--- src/rtl/button_conditioner_if.sv ---
// Button conditioner pin bundle.
// Raw buttons flow toward the conditioner; conditioned pulses flow back out.
//   btn_init, btn_inc, btn_dec : raw asynchronous active-high push buttons
//   init, exp_increase, exp_decrease : single-cycle command pulses
// master : the side that owns the buttons and consumes the pulses
// slave  : the conditioner itself
interface button_conditioner_if;
  logic btn_init;
  logic btn_inc;
  logic btn_dec;
  logic init;
  logic exp_increase;
  logic exp_decrease;

  modport master (
    output btn_init, btn_inc, btn_dec,
    input  init, exp_increase, exp_decrease
  );

  modport slave (
    input  btn_init, btn_inc, btn_dec,
    output init, exp_increase, exp_decrease
  );
endinterface

--- src/rtl/button_conditioner.sv ---
// Button conditioner: synchronizes and debounces three raw push buttons and
// turns each press (stable 0->1) into a single-cycle command pulse.
// Priority on simultaneous events: init > exp_increase > exp_decrease.
// inc/dec pulses are suppressed while both of those buttons are held.
// Optional auto-repeat for inc/dec is compiled in with macro AUTO_REPEAT_EN.
// Ports:
//   clk  : rising-edge clock
//   rst  : asynchronous active-low reset
//   bus  : button_conditioner_if.slave (raw buttons in, pulses out)
module button_conditioner #(
  parameter int unsigned DEBOUNCE_CYCLES = 16,
  parameter int unsigned REPEAT_DELAY    = 64,
  parameter int unsigned REPEAT_PERIOD   = 16
) (
  input  logic                 clk,
  input  logic                 rst,
  button_conditioner_if.slave  bus
);

  localparam int unsigned CW  = 8;
  localparam int unsigned NCH = 3;

  localparam logic [CW-1:0] DB_LAST = CW'(DEBOUNCE_CYCLES - 1);

  // Reject illegal configurations at elaboration
  if (DEBOUNCE_CYCLES < 2 || DEBOUNCE_CYCLES > 255 ||
      REPEAT_DELAY < 2 || REPEAT_DELAY > 255 ||
      REPEAT_PERIOD < 2 || REPEAT_PERIOD > 255) begin : g_param_check
    $error("button_conditioner: parameters must lie in 2..255");
  end

  // Channel order: [0] init, [1] inc, [2] dec
  logic [NCH-1:0] raw;
  logic [NCH-1:0] sync1;
  logic [NCH-1:0] sync2;
  logic [NCH-1:0] stable;
  logic [NCH-1:0] stable_d;
  logic [CW-1:0]  db_cnt [NCH];
  logic [NCH-1:0] press;
  logic [NCH-1:0] pulse;
  logic [NCH-1:0] pulse_next;
  logic           both_held;
  logic           inc_go;
  logic           dec_go;

  assign raw = {bus.btn_dec, bus.btn_inc, bus.btn_init};

  // Synchronizers and per-channel debounce
  always_ff @(posedge clk or negedge rst) begin
    if (!rst) begin
      sync1    <= '0;
      sync2    <= '0;
      stable   <= '0;
      stable_d <= '0;
      for (int i = 0; i < NCH; i++) db_cnt[i] <= '0;
    end else begin
      sync1    <= raw;
      sync2    <= sync1;
      stable_d <= stable;
      for (int i = 0; i < NCH; i++) begin
        if (sync2[i] == stable[i]) begin
          db_cnt[i] <= '0;
        end else if (db_cnt[i] == DB_LAST) begin
          stable[i] <= ~stable[i];
          db_cnt[i] <= '0;
        end else begin
          db_cnt[i] <= db_cnt[i] + CW'(1);
        end
      end
    end
  end

  // Press detection, priority and inc/dec mutual inhibit
  assign press     = stable & ~stable_d;
  assign both_held = stable[1] & stable[2];
  assign inc_go    = press[1] & ~press[0] & ~both_held;
  assign dec_go    = press[2] & ~press[0] & ~press[1] & ~both_held;

`ifdef AUTO_REPEAT_EN
  typedef enum logic {IDLE, HOLD} state_t;

  localparam logic [CW-1:0] RPT_FIRST = CW'(REPEAT_DELAY - 1);
  localparam logic [CW-1:0] RPT_NEXT  = CW'(REPEAT_PERIOD - 1);

  state_t        state;
  state_t        state_next;
  logic [CW-1:0] rpt_cnt;
  logic [CW-1:0] rpt_cnt_next;
  logic          held_dec;
  logic          held_dec_next;
  logic          held_level;
  logic          rpt_fire;

  assign held_level = held_dec ? stable[2] : stable[1];
  // Down-counter reaching zero marks the edge of the next repeat pulse
  assign rpt_fire   = (state == HOLD) && !press[0] && !both_held &&
                      held_level && (rpt_cnt == '0);

  // State register
  always_ff @(posedge clk or negedge rst) begin
    if (!rst) state <= IDLE;
    else      state <= state_next;
  end

  // Next-state logic
  always_comb begin
    state_next = state;
    case (state)
      IDLE: if (inc_go || dec_go) state_next = HOLD;
      HOLD: begin
        if (press[0])                        state_next = IDLE;
        else if (inc_go || dec_go)           state_next = HOLD;
        else if (both_held || !held_level)   state_next = IDLE;
        else                                 state_next = HOLD;
      end
      default: state_next = IDLE;
    endcase
  end

  // Output logic: pulse selection and repeat counter update
  always_comb begin
    pulse_next    = {dec_go, inc_go, press[0]};
    rpt_cnt_next  = rpt_cnt;
    held_dec_next = held_dec;
    if (inc_go || dec_go) begin
      // A fresh press (re)starts the repeat timer for that button
      rpt_cnt_next  = RPT_FIRST;
      held_dec_next = dec_go;
    end else if (state_next == IDLE) begin
      rpt_cnt_next  = '0;
    end else if (rpt_fire) begin
      pulse_next[1] = ~held_dec;
      pulse_next[2] = held_dec;
      rpt_cnt_next  = RPT_NEXT;
    end else begin
      rpt_cnt_next  = rpt_cnt - CW'(1);
    end
  end

  // Repeat counter and held-button registers
  always_ff @(posedge clk or negedge rst) begin
    if (!rst) begin
      rpt_cnt  <= '0;
      held_dec <= 1'b0;
    end else begin
      rpt_cnt  <= rpt_cnt_next;
      held_dec <= held_dec_next;
    end
  end
`else
  // Single pulse per press, no repeat
  always_comb begin
    pulse_next = {dec_go, inc_go, press[0]};
  end
`endif

  // Registered command pulses
  always_ff @(posedge clk or negedge rst) begin
    if (!rst) pulse <= '0;
    else      pulse <= pulse_next;
  end

  assign bus.init         = pulse[0];
  assign bus.exp_increase = pulse[1];
  assign bus.exp_decrease = pulse[2];

endmodule

--- src/flat_wrapper.sv ---
// flat-port wrapper written by rule: the top's interface ports become plain ports
module button_conditioner_flat 
#(
  parameter int unsigned DEBOUNCE_CYCLES = 16,
  parameter int unsigned REPEAT_DELAY    = 64,
  parameter int unsigned REPEAT_PERIOD   = 16
)
  (clk, rst, bus_btn_init, bus_btn_inc, bus_btn_dec, bus_init, bus_exp_increase, bus_exp_decrease);
  button_conditioner_if bus_i ();
  input  logic clk;
  input  logic rst;
  input wire logic [$bits(bus_i.btn_init)-1:0] bus_btn_init;
  input wire logic [$bits(bus_i.btn_inc)-1:0] bus_btn_inc;
  input wire logic [$bits(bus_i.btn_dec)-1:0] bus_btn_dec;
  output wire logic [$bits(bus_i.init)-1:0] bus_init;
  output wire logic [$bits(bus_i.exp_increase)-1:0] bus_exp_increase;
  output wire logic [$bits(bus_i.exp_decrease)-1:0] bus_exp_decrease;
  assign bus_i.btn_init = bus_btn_init;
  assign bus_i.btn_inc = bus_btn_inc;
  assign bus_i.btn_dec = bus_btn_dec;
  assign bus_init = bus_i.init;
  assign bus_exp_increase = bus_i.exp_increase;
  assign bus_exp_decrease = bus_i.exp_decrease;
  button_conditioner #(.DEBOUNCE_CYCLES(DEBOUNCE_CYCLES), .REPEAT_DELAY(REPEAT_DELAY), .REPEAT_PERIOD(REPEAT_PERIOD)) u_core (.clk(clk), .rst(rst), .bus(bus_i));
endmodule
--- config.mk ---
export PLATFORM = sky130hd
export DESIGN_NAME = button_conditioner_flat
export DESIGN_NICKNAME = d
export VERILOG_FILES = /design/src/rtl/button_conditioner_if.sv /design/src/rtl/button_conditioner.sv /design/src/flat_wrapper.sv
export SDC_FILE = /design/constraint.sdc
export NUM_CORES = 1
export LEC_CHECK = 0
export CAP_MARGIN = 20
export CELL_PAD_IN_SITES_DETAIL_PLACEMENT = 1
export CELL_PAD_IN_SITES_GLOBAL_PLACEMENT = 1
export CORE_UTILIZATION = 35
export CTS_CLUSTER_DIAMETER = 100
export DETAILED_ROUTE_END_ITERATION = 7
export GPL_TIMING_DRIVEN = 0
export PLACE_DENSITY = 0.72
export SYNTH_ARGS = -nofsm -noshare
export SYNTH_HDL_FRONTEND = slang
export SYNTH_SLANG_ARGS = --single-unit
--- constraint.sdc ---
create_clock -name clk -period 1.6 [get_ports clk]
set_input_delay 0.32 -clock clk [delete_from_list [all_inputs] [get_ports clk]]
set_output_delay 0.32 -clock clk [all_outputs]
set_load 0.01 [all_outputs]
==> results.sh, run 1 <==
export IMPL_status="finished clean"
export IMPL_area_growth_pct=15.1
export IMPL_min_path_type="input pin to async pin"
export IMPL_dr_wl_met2_mm=1.56
export IMPL_setup_viol=0
export IMPL_async_flop_share=1.00
export IMPL_period_minus_slack_ps=1500
export IMPL_synth_area_leader_cell="dfrtp_1"
export IMPL_die_height_um=70.2
export IMPL_ff2ff_path_depth=4
export IMPL_rsz0062_at_grt="false"
export IMPL_syn_nets=142
export IMPL_synth_cells=134
export IMPL_synth_fa_ha_area_frac=0.0231
export IMPL_drc=0
export IMPL_clock_sinks=39
export IMPL_power_per_cell_area_mw_per_mm2=987
export IMPL_post_synth_top_area_fraction=0.600
export IMPL_min_period_over_period=0.940
export IMPL_antenna_found_initial=0
export IMPL_critPathArrivalTime_ps=1670
export IMPL_cap_viol_max_count=0
export IMPL_dr_pass1_iters=2
export IMPL_io_buffers=7
export IMPL_max_freq_ghz=0.665
export IMPL_netlist_area_sq_mm=0.00163
export IMPL_critical_path_buf_inv_count=0
export IMPL_p_leak_nw=0.786
export IMPL_yosys_area_share_simple=0.192
export IMPL_routedWlPerCell_um=15.4
export IMPL_grt_ovfl_total=0
export IMPL_cts_inserted_buffers=5
export IMPL_worstMarginPinSlew_ps=876
export IMPL_power_total_mw=1.85
export IMPL_ys_seq_area_frac=0.600
export IMPL_crit_path_start_kind="register"
export IMPL_root_buffer="clkbuf_8"
export IMPL_crit_family="simple AND/OR/NAND/NOR gates"
export IMPL_path_cells="ha_2 -> nand3_1 -> and2b_1 -> mux2_2"
export IMPL_core_area_sq_mm=0.00441
export IMPL_synth_top_flop_cell="dfrtp_1"
export IMPL_clkLatencyLatePin_ps=290
export IMPL_met1_length_mm=1.40
export IMPL_synth_compound_area_share=0.123
export IMPL_routed_via_density=5.57
export IMPL_hpwl_mm=2.21
export IMPL_vias=1126
export IMPL_synth_xor_area_frac=0.0323
export IMPL_drt_total_wl_mm=3.11
export IMPL_clk_path_buf_depth=2
export IMPL_drt_initial_drc_count=27
export IMPL_fin_skew_ps=7.56
export IMPL_synth_top_family_by_area="simple AND/OR/NAND/NOR gates"
export IMPL_path_class="register to register"
export IMPL_routabilityCongestion=0.707
export IMPL_required_ps=1770
export IMPL_worst_path_max_fanout=5
export IMPL_grt_pass1_vias=1175
export IMPL_cp_slowest_cell="dfrtp_1"
export IMPL_synthMuxAreaShare=0.0208
export IMPL_final_util=0.424
export IMPL_cts_tree="done"
export IMPL_synth_area_per_cell_sq_um=12.1
export IMPL_hold_violations=0
export IMPL_drive_gt1_frac=0.127
export IMPL_grt_max_degree=40
export IMPL_num_io_pins=8
export IMPL_yosysMostFrequentCell="dfrtp_1"
export IMPL_ys_types=25
export IMPL_ir_drop_uv=481
export IMPL_nets=157
export IMPL_r2r_start="u_core.db_cnt[0]$_DFF_PN0_"
export IMPL_ys_warn_count=0
export IMPL_max_stage_delay_ps=410
export IMPL_final_max_slew_viol_count=0
export IMPL_synth_common_cells="dfrtp_1 (39), a21oi_1 (12), or3_1 (12)"
export IMPL_synth_edf_count=0
export IMPL_grt_pass1_wl_mm=5.42
export IMPL_initial_core_util=0.368
export IMPL_grt_usage=0.144
export IMPL_ant_nets=0
export IMPL_cts_htree_levels=2
export IMPL_core_rowCount=24
export IMPL_wl_met3_um=95
export IMPL_dieArea_sq_mm=0.00492
export IMPL_rrSetupSlack_ps=100
export IMPL_ys_seq_elements=39
export IMPL_fin_cells=202
export IMPL_r2r_end="u_core.stable[2]$_DFFE_PN0P_"
export IMPL_diodes=0
export IMPL_die_w_um=70.2
export IMPL_cp_depth=4
export IMPL_synth_area_leaders="dfrtp_1 (60%), or3_1 (4.6%), nor4_4 (3.9%), a21oi_1 (3.7%), xnor2_1 (3.2%)"
export IMPL_numPlacedInstances=193
export IMPL_top_layer_used="met4"
export IMPL_endpoint_kind="register"
export IMPL_cts_clk_slew_worst_paths_ps=70
export IMPL_ctsHoldBuffers=0
export IMPL_slew_headroom=0.416
==> sequential cells by signal (all words and copies together) (netlist names) <==
signal,count
u_core.db_cnt,24
u_core.pulse,3
u_core.stable,3
u_core.stable_d,3
u_core.sync1,3
u_core.sync2,3
==> worst max path at each step <==
stage	startpoint	end	slack [ps]
2_1_floorplan	u_core.db_cnt[16]$_DFF_PN0_	u_core.stable[0]$_DFFE_PN0P_	210
3_3_place_gp	rst	u_core.sync1[1]$_DFF_PN0_	-690
3_5_place_dp	u_core.db_cnt[16]$_DFF_PN0_	u_core.stable[0]$_DFFE_PN0P_	70
4_1_cts	u_core.db_cnt[0]$_DFF_PN0_	u_core.stable[2]$_DFFE_PN0P_	40
5_1_grt	u_core.db_cnt[0]$_DFF_PN0_	u_core.stable[2]$_DFFE_PN0P_	6
6_report	u_core.db_cnt[0]$_DFF_PN0_	u_core.stable[2]$_DFFE_PN0P_	100
==> power breakdown <==
part           total [mW]  internal (mW)  switching, mW
combinational      0.0909         0.0410         0.0499
sequential           1.04           1.01         0.0305
clock               0.713          0.393          0.320
total                1.85           1.45          0.400
==> layer usage <==
| layer | vias up | GRT usage |
|---|---|---|
| met1 | 576 | 0.169 |
| met3 | 8 | 0.0519 |
| met4 | 0 | 0.0533 |
| met2 | 13 | 0.243 |
| met5 | - | 0 |
| li1 | 529 | - |
==> placed cells by master (no fill, tap or decap) <==
| cell | n |
|---|---|
| a21oi_1 | 12 |
| a221o_1 | 1 |
| a22o_1 | 2 |
| a311oi_1 | 2 |
| a31oi_1 | 3 |
| a41o_1 | 2 |
| a41o_2 | 1 |
| and2b_1 | 2 |
| and2b_2 | 1 |
| buf_2 | 1 |
| buf_4 | 1 |
| clkbuf_1 | 1 |
| clkbuf_8 | 7 |
| clkdlybuf4s50_1 | 6 |
| dfrtp_1 | 39 |
| ha_2 | 3 |
| inv_1 | 4 |
| mux2_1 | 1 |
| mux2_2 | 2 |
| nand2_1 | 6 |
| nand2b_1 | 1 |
| nand3_1 | 6 |
| nand4_1 | 4 |
| nor2_1 | 6 |
| nor2b_1 | 4 |
| nor4_4 | 3 |
| nor4b_1 | 2 |
| o21ai_0 | 9 |
| or3_1 | 12 |
| xnor2_1 | 6 |
==> cell families (layout without fill, tap and decap cells) <==
family,Yosys count,count (layout)
buffers and inverters,4,20
adder cells (fa/ha/maj),3,3
XOR/XNOR,6,6
AND/OR/NAND/NOR,47,47
multiplexers,3,3
flip-flops,39,39
AO/OA/AOI/OAI,32,32
==> through the flow <==
| step | TNS (ps) | setup WS (ps) | hold WS [ps] | cell area (sq um) |
|---|---|---|---|---|
| after global placement | -26900 | -691 | 335 | 1760 |
| after detailed placement | 0 | 67.6 | 350 | 1760 |
| after CTS | 0 | 39.3 | 172 | 1860 |
| after global routing | 0 | 5.53 | 210 | 1870 |
| final | 0 | 96.2 | 147 | 1870 |
| after floorplan | 0 | 212 | 24.4 | 1630 |
==> repair_timing <==
item / 4_1_cts / 5_1_grt
endpoints found under the setup margin: 0 / 3
gates resized for setup: 0 / 3
buffers inserted: 0 / 1
==> area by class of cell <==
type	count	area, sq um
fill	490	2540
sequential	39	976
multi-input combinational	91	643
clock buffer	8	100
timing repair buffer	8	72.6
tap	52	65.1
inverter	4	15.0
No activity file was read; power rests on OpenSTA's default activity.
==> inputs of run 2 (changes only) <==
- CAP_MARGIN: 20 -> default
==> results of run 2 <==
No change in the layout: final DEF, timing and power equal those of run 1.
